File: src/rtl/serial_sub_with_borrow.sv
// +--------------------------------------------------------------------------+
// | Module      : serial_sub_with_borrow                                     |
// | Description : Bit-serial LSB-first unsigned subtractor (a - b) with a     |
// |               single borrow flop and start/busy/done handshake.          |
// | Options     : SERIAL_SUB_ZERO_FLAG_EN adds a registered zero output.     |
// | Revision    : 1.0 - initial release                                      |
// +--------------------------------------------------------------------------+
`default_nettype none

module serial_sub_with_borrow #(
    parameter int WIDTH = 8
) (
    input  logic             clk,
    input  logic             rst_n,
    input  logic             start,
    input  logic [WIDTH-1:0] a,
    input  logic [WIDTH-1:0] b,
    output logic             busy,
    output logic             done,
    output logic [WIDTH-1:0] diff,
`ifdef SERIAL_SUB_ZERO_FLAG_EN
    output logic             zero,
`endif
    output logic             borrow
);

    localparam int CW = $clog2(WIDTH + 1);
    localparam logic [CW-1:0] c_LAST = CW'(WIDTH - 1);

    localparam logic [1:0] c_IDLE  = 2'd0;
    localparam logic [1:0] c_SHIFT = 2'd1;
    localparam logic [1:0] c_DONE  = 2'd2;

    logic [1:0]       state_q, state_d;
    logic [CW-1:0]    cnt_q, cnt_d;
    logic [WIDTH-1:0] a_q, a_d;
    logic [WIDTH-1:0] b_q, b_d;
    logic [WIDTH-1:0] diff_q, diff_d;
    logic             br_q, br_d;
    logic             borrow_q, borrow_d;
    logic             busy_q, busy_d;
    logic             done_q, done_d;
    logic             zero_q, zero_d;

    logic             w_x, w_y, w_dbit, w_br_next;
    logic [WIDTH-1:0] w_diff_shift;

    assign w_x          = a_q[0];
    assign w_y          = b_q[0];
    assign w_dbit       = w_x ^ w_y ^ br_q;
    assign w_br_next    = (~w_x & w_y) | (~(w_x ^ w_y) & br_q);
    assign w_diff_shift = {w_dbit, diff_q[WIDTH-1:1]};

    always_comb begin
        state_d  = state_q;
        cnt_d    = cnt_q;
        a_d      = a_q;
        b_d      = b_q;
        diff_d   = diff_q;
        br_d     = br_q;
        borrow_d = borrow_q;
        busy_d   = busy_q;
        done_d   = done_q;
        zero_d   = zero_q;
        case (state_q)
            c_IDLE: begin
                busy_d = 1'b0;
                done_d = 1'b0;
                if (start) begin
                    state_d  = c_SHIFT;
                    a_d      = a;
                    b_d      = b;
                    br_d     = 1'b0;
                    cnt_d    = '0;
                    diff_d   = '0;
                    borrow_d = 1'b0;
                    zero_d   = 1'b0;
                    busy_d   = 1'b1;
                end
            end
            c_SHIFT: begin
                diff_d = w_diff_shift;
                a_d    = a_q >> 1;
                b_d    = b_q >> 1;
                br_d   = w_br_next;
                cnt_d  = cnt_q + CW'(1);
                // Final bit: publish result and borrow alongside the done pulse
                if (cnt_q == c_LAST) begin
                    state_d  = c_DONE;
                    busy_d   = 1'b0;
                    done_d   = 1'b1;
                    borrow_d = w_br_next;
                    zero_d   = (w_diff_shift == '0);
                end
            end
            c_DONE: begin
                state_d = c_IDLE;
                done_d  = 1'b0;
                busy_d  = 1'b0;
            end
            default: begin
                state_d = c_IDLE;
                busy_d  = 1'b0;
                done_d  = 1'b0;
            end
        endcase
    end

    always_ff @(posedge clk or negedge rst_n) begin
        if (!rst_n) begin
            state_q  <= c_IDLE;
            cnt_q    <= '0;
            a_q      <= '0;
            b_q      <= '0;
            diff_q   <= '0;
            br_q     <= 1'b0;
            borrow_q <= 1'b0;
            busy_q   <= 1'b0;
            done_q   <= 1'b0;
            zero_q   <= 1'b0;
        end else begin
            state_q  <= state_d;
            cnt_q    <= cnt_d;
            a_q      <= a_d;
            b_q      <= b_d;
            diff_q   <= diff_d;
            br_q     <= br_d;
            borrow_q <= borrow_d;
            busy_q   <= busy_d;
            done_q   <= done_d;
            zero_q   <= zero_d;
        end
    end

    assign busy   = busy_q;
    assign done   = done_q;
    assign diff   = diff_q;
    assign borrow = borrow_q;

`ifdef SERIAL_SUB_ZERO_FLAG_EN
    assign zero = zero_q;
`else
    logic w_unused_zero;
    assign w_unused_zero = zero_q;
`endif

endmodule

`default_nettype wire

File: config.mk
export PLATFORM = sky130hd
export DESIGN_NAME = serial_sub_with_borrow
export DESIGN_NICKNAME = d
export VERILOG_FILES = /design/src/rtl/serial_sub_with_borrow.sv
export SDC_FILE = /design/constraint.sdc
export NUM_CORES = 1
export LEC_CHECK = 0
export ABC_AREA = 0
export BUFFER_PORTS_ARGS = -buffer_cell sky130_fd_sc_hd__buf_4
export CAP_MARGIN = 20
export CORE_ASPECT_RATIO = 1.2
export CORE_MARGIN = 3
export CORE_UTILIZATION = 40
export CTS_CLUSTER_SIZE = 40
export DETAILED_ROUTE_END_ITERATION = 8
export GPL_TIMING_DRIVEN = 1
export PLACE_DENSITY_LB_ADDON = 0.25
export RECOVER_POWER = 100
export SYNTH_ARGS = -nofsm -noshare
export SYNTH_HDL_FRONTEND = slang
export SYNTH_SLANG_ARGS = --single-unit
File: constraint.sdc
create_clock -name clk -period 1.3 [get_ports clk]
set_input_delay 0.13 -clock clk [delete_from_list [all_inputs] [get_ports clk]]
set_output_delay 0.13 -clock clk [all_outputs]
set_load 0.03 [all_outputs]
# After elaboration in Yosys (flattened, before gate mapping)
# Index checks and enable logic that the tools add are counted.
dict set report classes {
  n_addsub 1
  n_eq_ne 4
  n_mux 20
  n_bitwise 7
  n_reduce_logical 5
}
# cell n
set op_table {}
lappend op_table {{$pmux 8 s2} 3}
lappend op_table {{$mux 8} 3}
lappend op_table {{$pmux 4 s2} 1}
lappend op_table {{$mux 1} 6}
lappend op_table {{$pmux 1 s2} 3}
lappend op_table {{$add 4x1->4 const B} 1}
lappend op_table {{$eq 4x3->1 const B} 1}
lappend op_table {{$mux 2} 2}
lappend op_table {{$mux 4} 1}
lappend op_table {{$ne 2x2->1 const B} 2}
lappend op_table {{$pmux 2 s2} 1}
lappend op_table {{$reduce_and 2->1} 2}
lappend op_table {{$reduce_and 3->1} 1}
lappend op_table {{$and 1x1->1} 2}
lappend op_table {{$eq 2x1->1 const B} 1}
lappend op_table {{$logic_not 2->1} 1}
lappend op_table {{$not 1->1} 2}
lappend op_table {{$reduce_bool 2->1} 1}
lappend op_table {{$xor 1x1->1} 2}
lappend op_table {{$or 1x1->1} 1}
dict set report word_totals {
  register_bits 34
  in_bits 19
  out_inout_bits 11
  word_cells 46
}

# Depth between registers and ports, before layout
dict set report depth {
  depth_word 6
  ltp_mapped 5
  depth_no_buf 4
}

# Worst setup path after synthesis
# OpenSTA, ideal clock, no wires.
dict set report synth_path {
  kind {register to register}
  from {register cnt_q[0]}
  to {register cnt_q[2]}
  setup_time_ns 0.121
  t_arrival_ns 1.028
  t_required_ns 1.179
  path_slack_ns 0.151
  path_stages_with_launch 4
  path_buffers 0
  period_less_slack_ns 1.149
  path_cell_list {dfrtp_1 > ha_1 > mux2_2 > a22o_1}
}
dict set report synth_between {
  elab_chain_len 2
}
# item line_no
set synth_rtl {}
lappend synth_rtl {{start, declared} 35} ;# logic [CW-1:0] cnt_q, cnt_d;
lappend synth_rtl {{start signal, assigned} 123} ;# cnt_q <= cnt_d;
lappend synth_rtl {{$add 4x1->4} 86} ;# cnt_d = cnt_q + CW'(1);
lappend synth_rtl {{$pmux 4 s2} 65} ;# case (state_q)
# No other way between the ends.
# A chain may end at the register's enable or synchronous reset.

# Worst setup path after layout
# Same ends and word-level chain as after synthesis.

==> impl_results.rst <==
.. list-table::
   :header-rows: 1

   * - Metric
     - Value
   * - Result of the run
     - finished clean
   * - Commonest cells after routing, fill and taps aside
     - dfrtp_1, buf_4, nand2_1, a22oi_1, o21ai_0
   * - Max-cap violations
     - 0
   * - Vias in the first global route
     - around 1,100
   * - Post-Layout Inst Area
     - 1790 sq um
   * - Standby leakage power
     - between 0.8 and 0.9 nW
   * - Synth Instances
     - between 100 and 150
   * - Post-synthesis compound-gate area fraction
     - 22.7%
   * - Synthesis warning total
     - 0
   * - Estimated wirelength of the detail-placed design
     - 2170 microns
   * - Transition time at the pin with the least slew margin
     - 805 ps
   * - Global route total overflow
     - 0
   * - Area Overhead vs Synth
     - 24.0%
   * - Total negative slack
     - 0 ps
   * - Fraction of final layout cells with drive strength greater than 1
     - 22.6%
   * - Global-route wire length before repair
     - between 5000 and 6000 microns
   * - Buffer cell driving the clock tree root
     - clkbuf_8
   * - Cells taking the most area after synthesis
     - dfrtp_1, a22oi_1, a22o_1
   * - Number of buffers created by CTS
     - 5
   * - Crit path kind
     - flop to flop
   * - Maximum buffer depth of the clock tree
     - 2
   * - Worst Path Buf+Inv
     - 0
   * - Routed vias
     - 1,153
   * - Syn Area/Cell
     - 11.0 sq um
   * - Initial cell density of the core
     - 42.6%
   * - Period utilisation layout
     - 93.5%
   * - Areal power density over the cells
     - 2520 nW/um^2
   * - Fin crit period
     - about 1200 ps
   * - Maximum clock rate
     - just over 0.8 GHz
   * - Sequential fraction of the synthesis area
     - 58.8%
   * - Net count after synthesis
     - 152
   * - Post-synthesis cell type count
     - 26
   * - Worst-path fanout max
     - 4
   * - Crit-path max cell delay
     - 390 ps
   * - Final weighted congestion in routability-driven placement
     - 0.766
   * - Final setup viols
     - 0
   * - Clock net sink count
     - 34
   * - Post-synth top area share
     - about three fifths
   * - Ports placed on the boundary
     - 30
   * - Skew final
     - between 5 and 6 ps
   * - Residual antenna-violating net count after detailed routing
     - 0
   * - Most frequent standard cell in the layout excluding fill and tap cells
     - dfrtp_1
   * - Number of port buffers
     - 29
   * - Post-Synth Simple-Gate Area
     - 11.6%
   * - Min-delay worst type
     - input port to flop
   * - Critical Path RT
     - 1480 ps
   * - Vias per cell
     - between 5 and 6
   * - WL/cell
     - 14.9 microns
   * - Relative slew slack
     - 46.3%
   * - Fraction of the mapped netlist area in adder cells
     - 2.25%
   * - Number of violations reported at the end of detailed-routing iteration 0
     - 56
   * - Setup crit start kind
     - flop
   * - Length of the first detailed-routing pass in iterations
     - 4
   * - Post-route worst hold slack
     - 123 ps
   * - Cell area after technology mapping
     - 1450 sq um
   * - Insertion delay of the later-clocked pin in the worst-skew pair
     - 280 ps
   * - Cells traversed along the worst timing path
     - ha_1, mux2_2, a22o_1
   * - Clock tree from TritonCTS
     - yes
   * - Number of flip-flops and latches in the synthesized netlist
     - 34
   * - DR DRC count
     - 0
   * - Maximum VDD drop
     - 0.968 mV
   * - Arrival @ worst endpoint
     - ~1400 ps
   * - Leading area contributor after synthesis
     - dfrtp_1
   * - Filler cell count
     - 309
   * - Total Routing Usage GR
     - 15.8%
   * - Largest net degree at the start of global routing
     - 35
   * - Main combinational cell family by area after synthesis
     - compound AO/OA/AOI/OAI gates
   * - Placeable core area
     - 3400 sq um
   * - Initial antenna violation count
     - 0
   * - Post-detailed-routing wire length
     - between 3000 and 4000 microns
   * - Standard-cell row count
     - 23
   * - Final Net Count
     - 188
   * - Final max-slew violation count
     - 0
   * - Inserted Diodes
     - 0
   * - Multiplexer area fraction after synthesis
     - 0.779%
   * - Setup repair after global routing missed its margin
     - no
   * - Crit. End Element
     - flop
   * - Area after DPL
     - ~1700 sq um
   * - # H-tree levels
     - 2
   * - Floorplan die width
     - 60.9 microns
   * - Top cell family by delay on the critical path
     - flip-flops
   * - Clock transition at the registers of the reported paths
     - 70 ps
   * - Highest-delay cell along the critical path
     - dfrtp_1
   * - Die Area
     - 4380 sq um
   * - Y dimension of the die
     - 71.9 microns
   * - Hold violation count in the final report
     - 0
   * - Parity-gate share of the synthesized area counting xor and xnor cells
     - 0%
   * - Post CTS Setup Buffer Count
     - 0
## power by group
part / switching (mW) / internal (mW) / total, mW / leakage [nW]
combinational: 1.12 / 0.773 / 1.89 / 0.333
clock: 0.356 / 0.426 / 0.782 / 0.0482
sequential: 0.341 / 1.51 / 1.85 / 0.440
total: 1.81 / 2.71 / 4.53 / 0.821
## timing repair
item / in CTS / in global routing
hold buffers: 1 / 0
endpoints found under the hold margin: 34 / 0
endpoints found under the setup margin: 0 / 1
gates resized for setup: 0 / 1
## worst paths after layout
| path | from | end | slack (ps) | cells after the start |
|---|---|---|---|---|
| setup / recovery | cnt_q[0] | cnt_q[2] | 80 | 3 |
| hold / removal | a[6] | a_q[6] | 120 | 3 |
| setup reg to reg | cnt_q[0] | cnt_q[2] | 80 | 3 |
| hold reg to reg | a_q[0] | a_q[0] | 480 | 2 |
| max in group asynchronous | rst_n | state_q[0] | 270 | 2 |
| min in group asynchronous | rst_n | cnt_q[0] | 470 | 2 |
## synth_stat cells
| master | count |
|---|---|
| clkbuf_1 | 1 |
| a22oi_1 | 15 |
| o21ai_1 | 2 |
| o31ai_1 | 1 |
| nand2_1 | 18 |
| a31oi_1 | 2 |
| o21ai_0 | 15 |
| nor2_1 | 5 |
| dfrtp_1 | 34 |
| nor2b_1 | 3 |
| a22o_1 | 10 |
| nand2_2 | 1 |
| o21bai_1 | 1 |
| a32o_1 | 1 |
| a21oi_1 | 1 |
| buf_2 | 6 |
| mux2_2 | 1 |
| fa_1 | 1 |
| and3b_1 | 1 |
| inv_1 | 2 |
| nor2b_4 | 1 |
| nand3_1 | 4 |
| and2_1 | 1 |
| ha_1 | 1 |
| buf_4 | 2 |
| nand3b_1 | 1 |
## metal layers
layer  global-route usage (%)  share of wire, %  up-vias
li1                         -                 -      544
met1                     18.3                41      559
met2                     25.8                49       40
met3                     4.50               7.4       10
met4                     8.67               2.5        0
met5                        0                 0        -
## registers in the layout, indices dropped and copies added (netlist names)
signal,count
busy,1
br_q,1
done,1
a_q,8
diff,8
state_q,2
b_q,8
borrow,1
cnt_q,4
## logic make-up (layout without fill, tap and decap cells)
family                     Yosys count  count (layout)
buffers and inverters               11              48
muxes                                1               1
adders and majority gates            2               2
and+or+nand+nor                     35              35
DFF                                 34              34
AOI/OAI and AO/OA                   48              48
## worst min-delay path: stages
cell and delay (ps):
buf_4 70, a22oi_1 50, o21ai_1 110
## area by class of cell
cell class | instances | area [sq um] | share of cell area [%]
flip-flops and latches | 34 | 852 | 47.5
multi-input cells | 86 | 543 | 30.3
repair buffers | 38 | 254 | 14.2
clock buffers | 7 | 86.3 | 4.81
well taps | 37 | 46.3 | 2.58
inverters | 2 | 7.51 | 0.418
clock inverters | 1 | 5.00 | 0.279
## metrics by stage
step                      utilization, %  worst slack [ps]  cells  power, mW
after floorplan                        -               151    131       3.17
after global placement              51.2               122    196       3.82
after detailed placement            51.2              73.8    196       3.91
after CTS                           54.2              80.0    205       4.71
after global routing                52.8              28.3    205       4.87
final                               52.8              83.9    205       4.53
No activity file was read; power rests on OpenSTA's default activity.
